===== config.mk =====
export PLATFORM = sky130hd
export DESIGN_NAME = mem_bus_arbiter
export DESIGN_NICKNAME = d
export VERILOG_FILES = /design/src/rtl/mem_bus_arbiter.sv
export SDC_FILE = /design/constraint.sdc
export NUM_CORES = 1
export LEC_CHECK = 0
export CORE_AREA = 10 10 190 192
export CTS_CLUSTER_DIAMETER = 200
export DETAILED_ROUTE_END_ITERATION = 7
export DIE_AREA = 0 0 200 202
export HOLD_SLACK_MARGIN = 0.12
export PLACE_DENSITY_LB_ADDON = 0.05
export SLEW_MARGIN = 20
export SYNTH_ARGS = -nofsm -noshare
export SYNTH_HDL_FRONTEND = slang
export SYNTH_SLANG_ARGS = --single-unit

===== constraint.sdc =====
create_clock -name clk -period 3.5 [get_ports clk]
set_input_delay 0.35 -clock clk [delete_from_list [all_inputs] [get_ports clk]]
set_output_delay 0.35 -clock clk [all_outputs]
set_load 0.02 [all_outputs]

===== src/rtl/mem_bus_arbiter.sv =====
// Two-master (ibus/dbus) to one-slave memory port arbiter with round-robin
// priority on contention; the grant is held from arbitration until m_data_ok.
module mem_bus_arbiter #(
    parameter int ADDR_W = 64,
    parameter int DATA_W = 64
) (
    input  logic              clk,
    input  logic              rst,

    input  logic              i_valid,
    input  logic [ADDR_W-1:0] i_addr,
    output logic              i_addr_ok,
    output logic              i_data_ok,
    output logic [31:0]       i_data,

    input  logic              d_valid,
    input  logic [ADDR_W-1:0] d_addr,
    input  logic [2:0]        d_size,
    input  logic [7:0]        d_strobe,
    input  logic [DATA_W-1:0] d_wdata,
    output logic              d_addr_ok,
    output logic              d_data_ok,
    output logic [DATA_W-1:0] d_rdata,

    output logic              m_valid,
    output logic [ADDR_W-1:0] m_addr,
    output logic [2:0]        m_size,
    output logic [7:0]        m_strobe,
    output logic [DATA_W-1:0] m_wdata,
    input  logic              m_addr_ok,
    input  logic              m_data_ok,
    input  logic [DATA_W-1:0] m_rdata
);

    // Handshake: a master raises valid and holds it until its data_ok; addr_ok
    // and data_ok are single-cycle slave strobes that may coincide, and only the
    // granted master ever sees them.
    typedef enum logic [1:0] {
        IDLE  = 2'd0,
        GNT_I = 2'd1,
        GNT_D = 2'd2
    } state_t;

    state_t state;
    state_t state_nxt;
    logic   last_d;
    logic   isel;

    always_ff @(posedge clk) begin
        if (!rst) begin
            state  <= IDLE;
            last_d <= 1'b0;
            isel   <= 1'b0;
        end else begin
            state <= state_nxt;
            if (state == IDLE && state_nxt == GNT_I) begin
                isel <= i_addr[2];
            end
            if (state == GNT_I && m_data_ok) begin
                last_d <= 1'b0;
            end
            if (state == GNT_D && m_data_ok) begin
                last_d <= 1'b1;
            end
        end
    end

    always_comb begin
        state_nxt = state;
        case (state)
            IDLE: begin
                if (i_valid && d_valid) begin
                    state_nxt = last_d ? GNT_I : GNT_D;
                end else if (i_valid) begin
                    state_nxt = GNT_I;
                end else if (d_valid) begin
                    state_nxt = GNT_D;
                end
            end
            GNT_I, GNT_D: begin
                if (m_data_ok) begin
                    state_nxt = IDLE;
                end
            end
            default: state_nxt = IDLE;
        endcase
    end

    // Outputs are forced quiet while reset is asserted, even mid-grant.
    always_comb begin
        m_valid   = 1'b0;
        m_addr    = '0;
        m_size    = 3'd0;
        m_strobe  = 8'd0;
        m_wdata   = '0;
        i_addr_ok = 1'b0;
        i_data_ok = 1'b0;
        i_data    = 32'd0;
        d_addr_ok = 1'b0;
        d_data_ok = 1'b0;
        d_rdata   = '0;
        if (rst) begin
            case (state)
                GNT_I: begin
                    m_valid   = i_valid;
                    m_addr    = i_addr;
                    m_size    = 3'd2;
                    i_addr_ok = m_addr_ok;
                    i_data_ok = m_data_ok;
                    i_data    = isel ? m_rdata[63:32] : m_rdata[31:0];
                end
                GNT_D: begin
                    m_valid   = d_valid;
                    m_addr    = d_addr;
                    m_size    = d_size;
                    m_strobe  = d_strobe;
                    m_wdata   = d_wdata;
                    d_addr_ok = m_addr_ok;
                    d_data_ok = m_data_ok;
                    d_rdata   = m_rdata;
                end
                default: ;
            endcase
        end
    end

endmodule


; After elaboration in Yosys (flattened, before gate mapping)
; Index checks and enable logic that the tools add are counted.
; Widths: inputs -> output; s select.
[word_totals]
regBits = 4
in_bits = 273
out_inout_bits = 240
[op_classes]
n_eq_ne = 3
muxes = 31
reduce_logical = 7
[op_table]
columns = cell, n
row1 = $mux 64, 5
row2 = $pmux 64 s2, 1
row3 = $mux 32, 3
row4 = $mux 8, 2
row5 = $mux 1, 11
row6 = $mux 2, 5
row7 = $pmux 3 s2, 1
row8 = $eq 2x1->1 const B, 2
row9 = $logic_and 1x1->1, 4
row10 = $pmux 2 s2, 1
row11 = $mux 3, 1
row12 = $eq 2x2->1 const B, 1
row13 = $logic_not 2->1, 1
row14 = $pmux 1 s2, 1
row15 = $reduce_bool 2->1, 1
row16 = $reduce_or 2->1, 1

; Depth between registers and ports, before layout
[depth]
word_depth = 6
mapped_depth = 7
depth_no_buf = 6

; Least setup slack after synthesis
; No wires, ideal clock.
[synth_path]
kind = reg-to-output
start = register state[0]
end = output port m_addr[23]
t_arrival_ps = 1422
t_required_ps = 3150
path_slack_ps = 1728
stages_incl_launch_ff = 7
n_path_buf = 2
cell_sequence = dfxtp_1 inv_1 ha_1 nand2_1 buf_2 buf_1 nor2_1
[synth_between]
elab_chain_cells = 3
word_cells_on_any_way = 4
[synth_rtl]
columns = item, line
row1 = start: declaration, 44  ; state_t state;
row2 = start signal: assignment, 55  ; state <= state_nxt;
row3 = $eq 2x2->1 or $eq 2x1->1 (tied branches), 103  ; case (state)
row4 = $pmux 64 s2 (*), 103
row5 = $mux 64 (*), 102  ; if (rst) begin
row6 = end: declaration, 26  ; output logic [ADDR_W-1:0] m_addr,
; Mark *: on every way between the ends. The rest lies on a longest branch, timed or not.

; Worst setup path in the final report
[layout_path]
start = register state[0]
end = output port d_rdata[10]
[layout_between]
elab_chain_cells = 3
[layout_rtl]
columns = item, line
row1 = $eq 2x2->1, 103
row2 = $mux 64, 103
row3 = $mux 64, 102
row4 = end: declaration, 23  ; output logic [DATA_W-1:0] d_rdata,
; No other way between the ends.

==> reports/metrics.cfg <==
[run_status]
outcome=complete, no violations

[yosys]
synthDistinctLibCells=20
syn_nets=708
synth_area_per_cell_um2=6.03
synth-seq-cells=4
seq_area_frac_synth=0.0308
synth_top_area_share=0.337
synth_area_leaders=and3_1, a22oi_1, nor2_1
synth-warning-count=0
yosysTopAreaCell=and3_1
synth_area_um2=2600
postSynthCellCount=431

[run]
drv_cap=0

[floorplan]
dieArea_um2=40400
die_width_um=200
placementRows=66
io_pins=513
dieHeight_um=202
start_util=0.0805
core_um2=32300

[global_routing]
track_usage=0.136
antenna_found_initial=3
grt_max_degree=126
grt_pass1_vias=5395
overflow=0
grt_pass1_wl_um=40300

[timing]
tightest_slew_ps=622
min_period_ps=2810
setup_viol=0
fin_skew_ps=1.87
finalHoldViolCount=0
rsz0062_at_grt=no
drv_slew=0
fmax_mhz=355
final.setup.tns_ps=0
relSlewSlack=0.585
period_share=0.804

[setup_path]
path_class=flip-flop to output port
r2r_slack_ps=1670
required_ps=3150
r2r_start=state[1]
worst-r2r-cell-count=6
regToRegEndpoint=isel
path_max_fanout=57
cp-endpoint=d_rdata[10]
arrival_ps=2460
cp-start-kind=flip-flop
critical_path.startpoint=state[0]
end_kind=output port

[finish]
nets=1175
synthToLayoutAreaGrowth_pct=219
ff_latch_area_um2=81.3
drive_gt1_frac=0.0246
multi_input_area_um2=2280
fillCellCount=3547
final_util=0.257
final_common_cell=clkdlybuf4s50_1
final_cell_mix=clkdlybuf4s50_1, and3_1, nor2_1

[route]
top_layer=met4
drc=0
wl_met1_um=9770
drtAntennaViolNets=0
num_vias=5072
wire_per_inst_um=22.3
wl_met3_um=2560
routed_wl_um=29900
firstDrtPassIters=4
avgViaCountPerCell=3.78
dr_wl_met2_um=17000
drtIter0Drc=187

[clock_network]
cts_hold_buf=0
post_cts_buffers=0
clock-sinks=4
clk_pin_slew_ps=30
cts_root_buffer=clkbuf_16
cts_tree=built
htreeDepth=1
clock_path_buffers=2
clk_latency_ps=230
numCtsBuffers=3
cts-resized-gates=0

[power_and_ir_drop]
seq_power_share=0.048
p_comb_frac=0.806
p_int_mw=0.735
ir_drop_mv=0.116
swShare=0.396
p_sw_mw=0.482
p_leak_nw=3.20
powerDensity_nw_per_um2=147
clkPwrFrac=0.146

[placed_design]
place_congestion=0.791
hpwl_um=25000
portBuffers=512

[min_path]
hold-path-cell-count=2
min_path_type=primary input to flip-flop

==> power groups by stage <==
stage	Combinational [mW]	Sequential, mW	Clock [mW]
3_3_place_gp	1.01	0.0594	0
3_5_place_dp	0.995	0.0599	0
2_1_floorplan	0.385	0.0523	0
6_report	0.980	0.0584	0.178
5_1_grt	1.05	0.0594	0.189
4_1_cts	0.999	0.0589	0.182
==> flip-flops by register name, summed over array words and instances, names as in the netlist <==
name,cells
state,2
isel,1
last_d,1
==> logic make-up after synthesis <==
group                    Yosys count  share of synthesized area
AO/OA/AOI/OAI                     74                      0.217
adder cells (fa/ha/maj)            4                     0.0193
flip-flops                         4                     0.0308
buffers and inverters             64                     0.0987
AND/OR/NAND/NOR                  252                      0.508
multiplexers                      33                      0.127
==> routing by layer <==
metal,GRT usage,up-vias
met5,0,-
met4,0.0284,0
met3,0.0434,19
met2,0.278,207
met1,0.126,2353
li1,-,2493
==> stage by stage <==
stage          instances  hold slack, ps  area (um^2)  total power [mW]  worst slack [ps]
2_1_floorplan        431             492         2600             0.437              1730
4_1_cts             1338             544         8280              1.24               634
6_report            1341             531         8290              1.22               685
5_1_grt             1341             550         8290              1.30               506
3_3_place_gp        1335             574         8210              1.07               843
3_5_place_dp        1335             557         8210              1.05               884
==> worst min path at each step <==
stage	end	slack, ps	start
2_1_floorplan	isel	490	i_addr[2]
3_3_place_gp	last_d	570	last_d
3_5_place_dp	last_d	560	last_d
4_1_cts	isel	540	rst
5_1_grt	last_d	550	rst
6_report	last_d	530	rst
==> cell type report <==
| class | count | share of cell area |
|---|---|---|
| Clock buffer | 3 | 0.00906 |
| Timing Repair Buffer | 523 | 0.637 |
| Multi-Input combinational cell | 363 | 0.275 |
| Sequential cell | 4 | 0.00981 |
| Inverter | 3 | 0.00136 |
| Tap cell | 442 | 0.0667 |
| Antenna cell | 3 | 0.000906 |
==> critical path, cell delays in order, from the launching register on <==
cell	delay [ps]
dfxtp_1	330
inv_1	120
ha_4	550
buf_12	290
and3_1	200
clkdlybuf4s50_1	720
==> synth_stat cells <==
library cell and instances:
and3_1 140, nor2_1 99, a22oi_1 66, clkbuf_1 41, mux2i_1 33, buf_2 13, buf_1 7, nand2_1 5
a21oi_1 4, dfxtp_1 4, ha_1 4, nor2b_1 4, inv_1 3, and3_2 2, a2111oi_4 1, nand2b_1 1
o211ai_1 1, o21a_1 1, o21ai_1 1, or2b_1 1
Note: power is estimated with default switching activity, not from simulation.
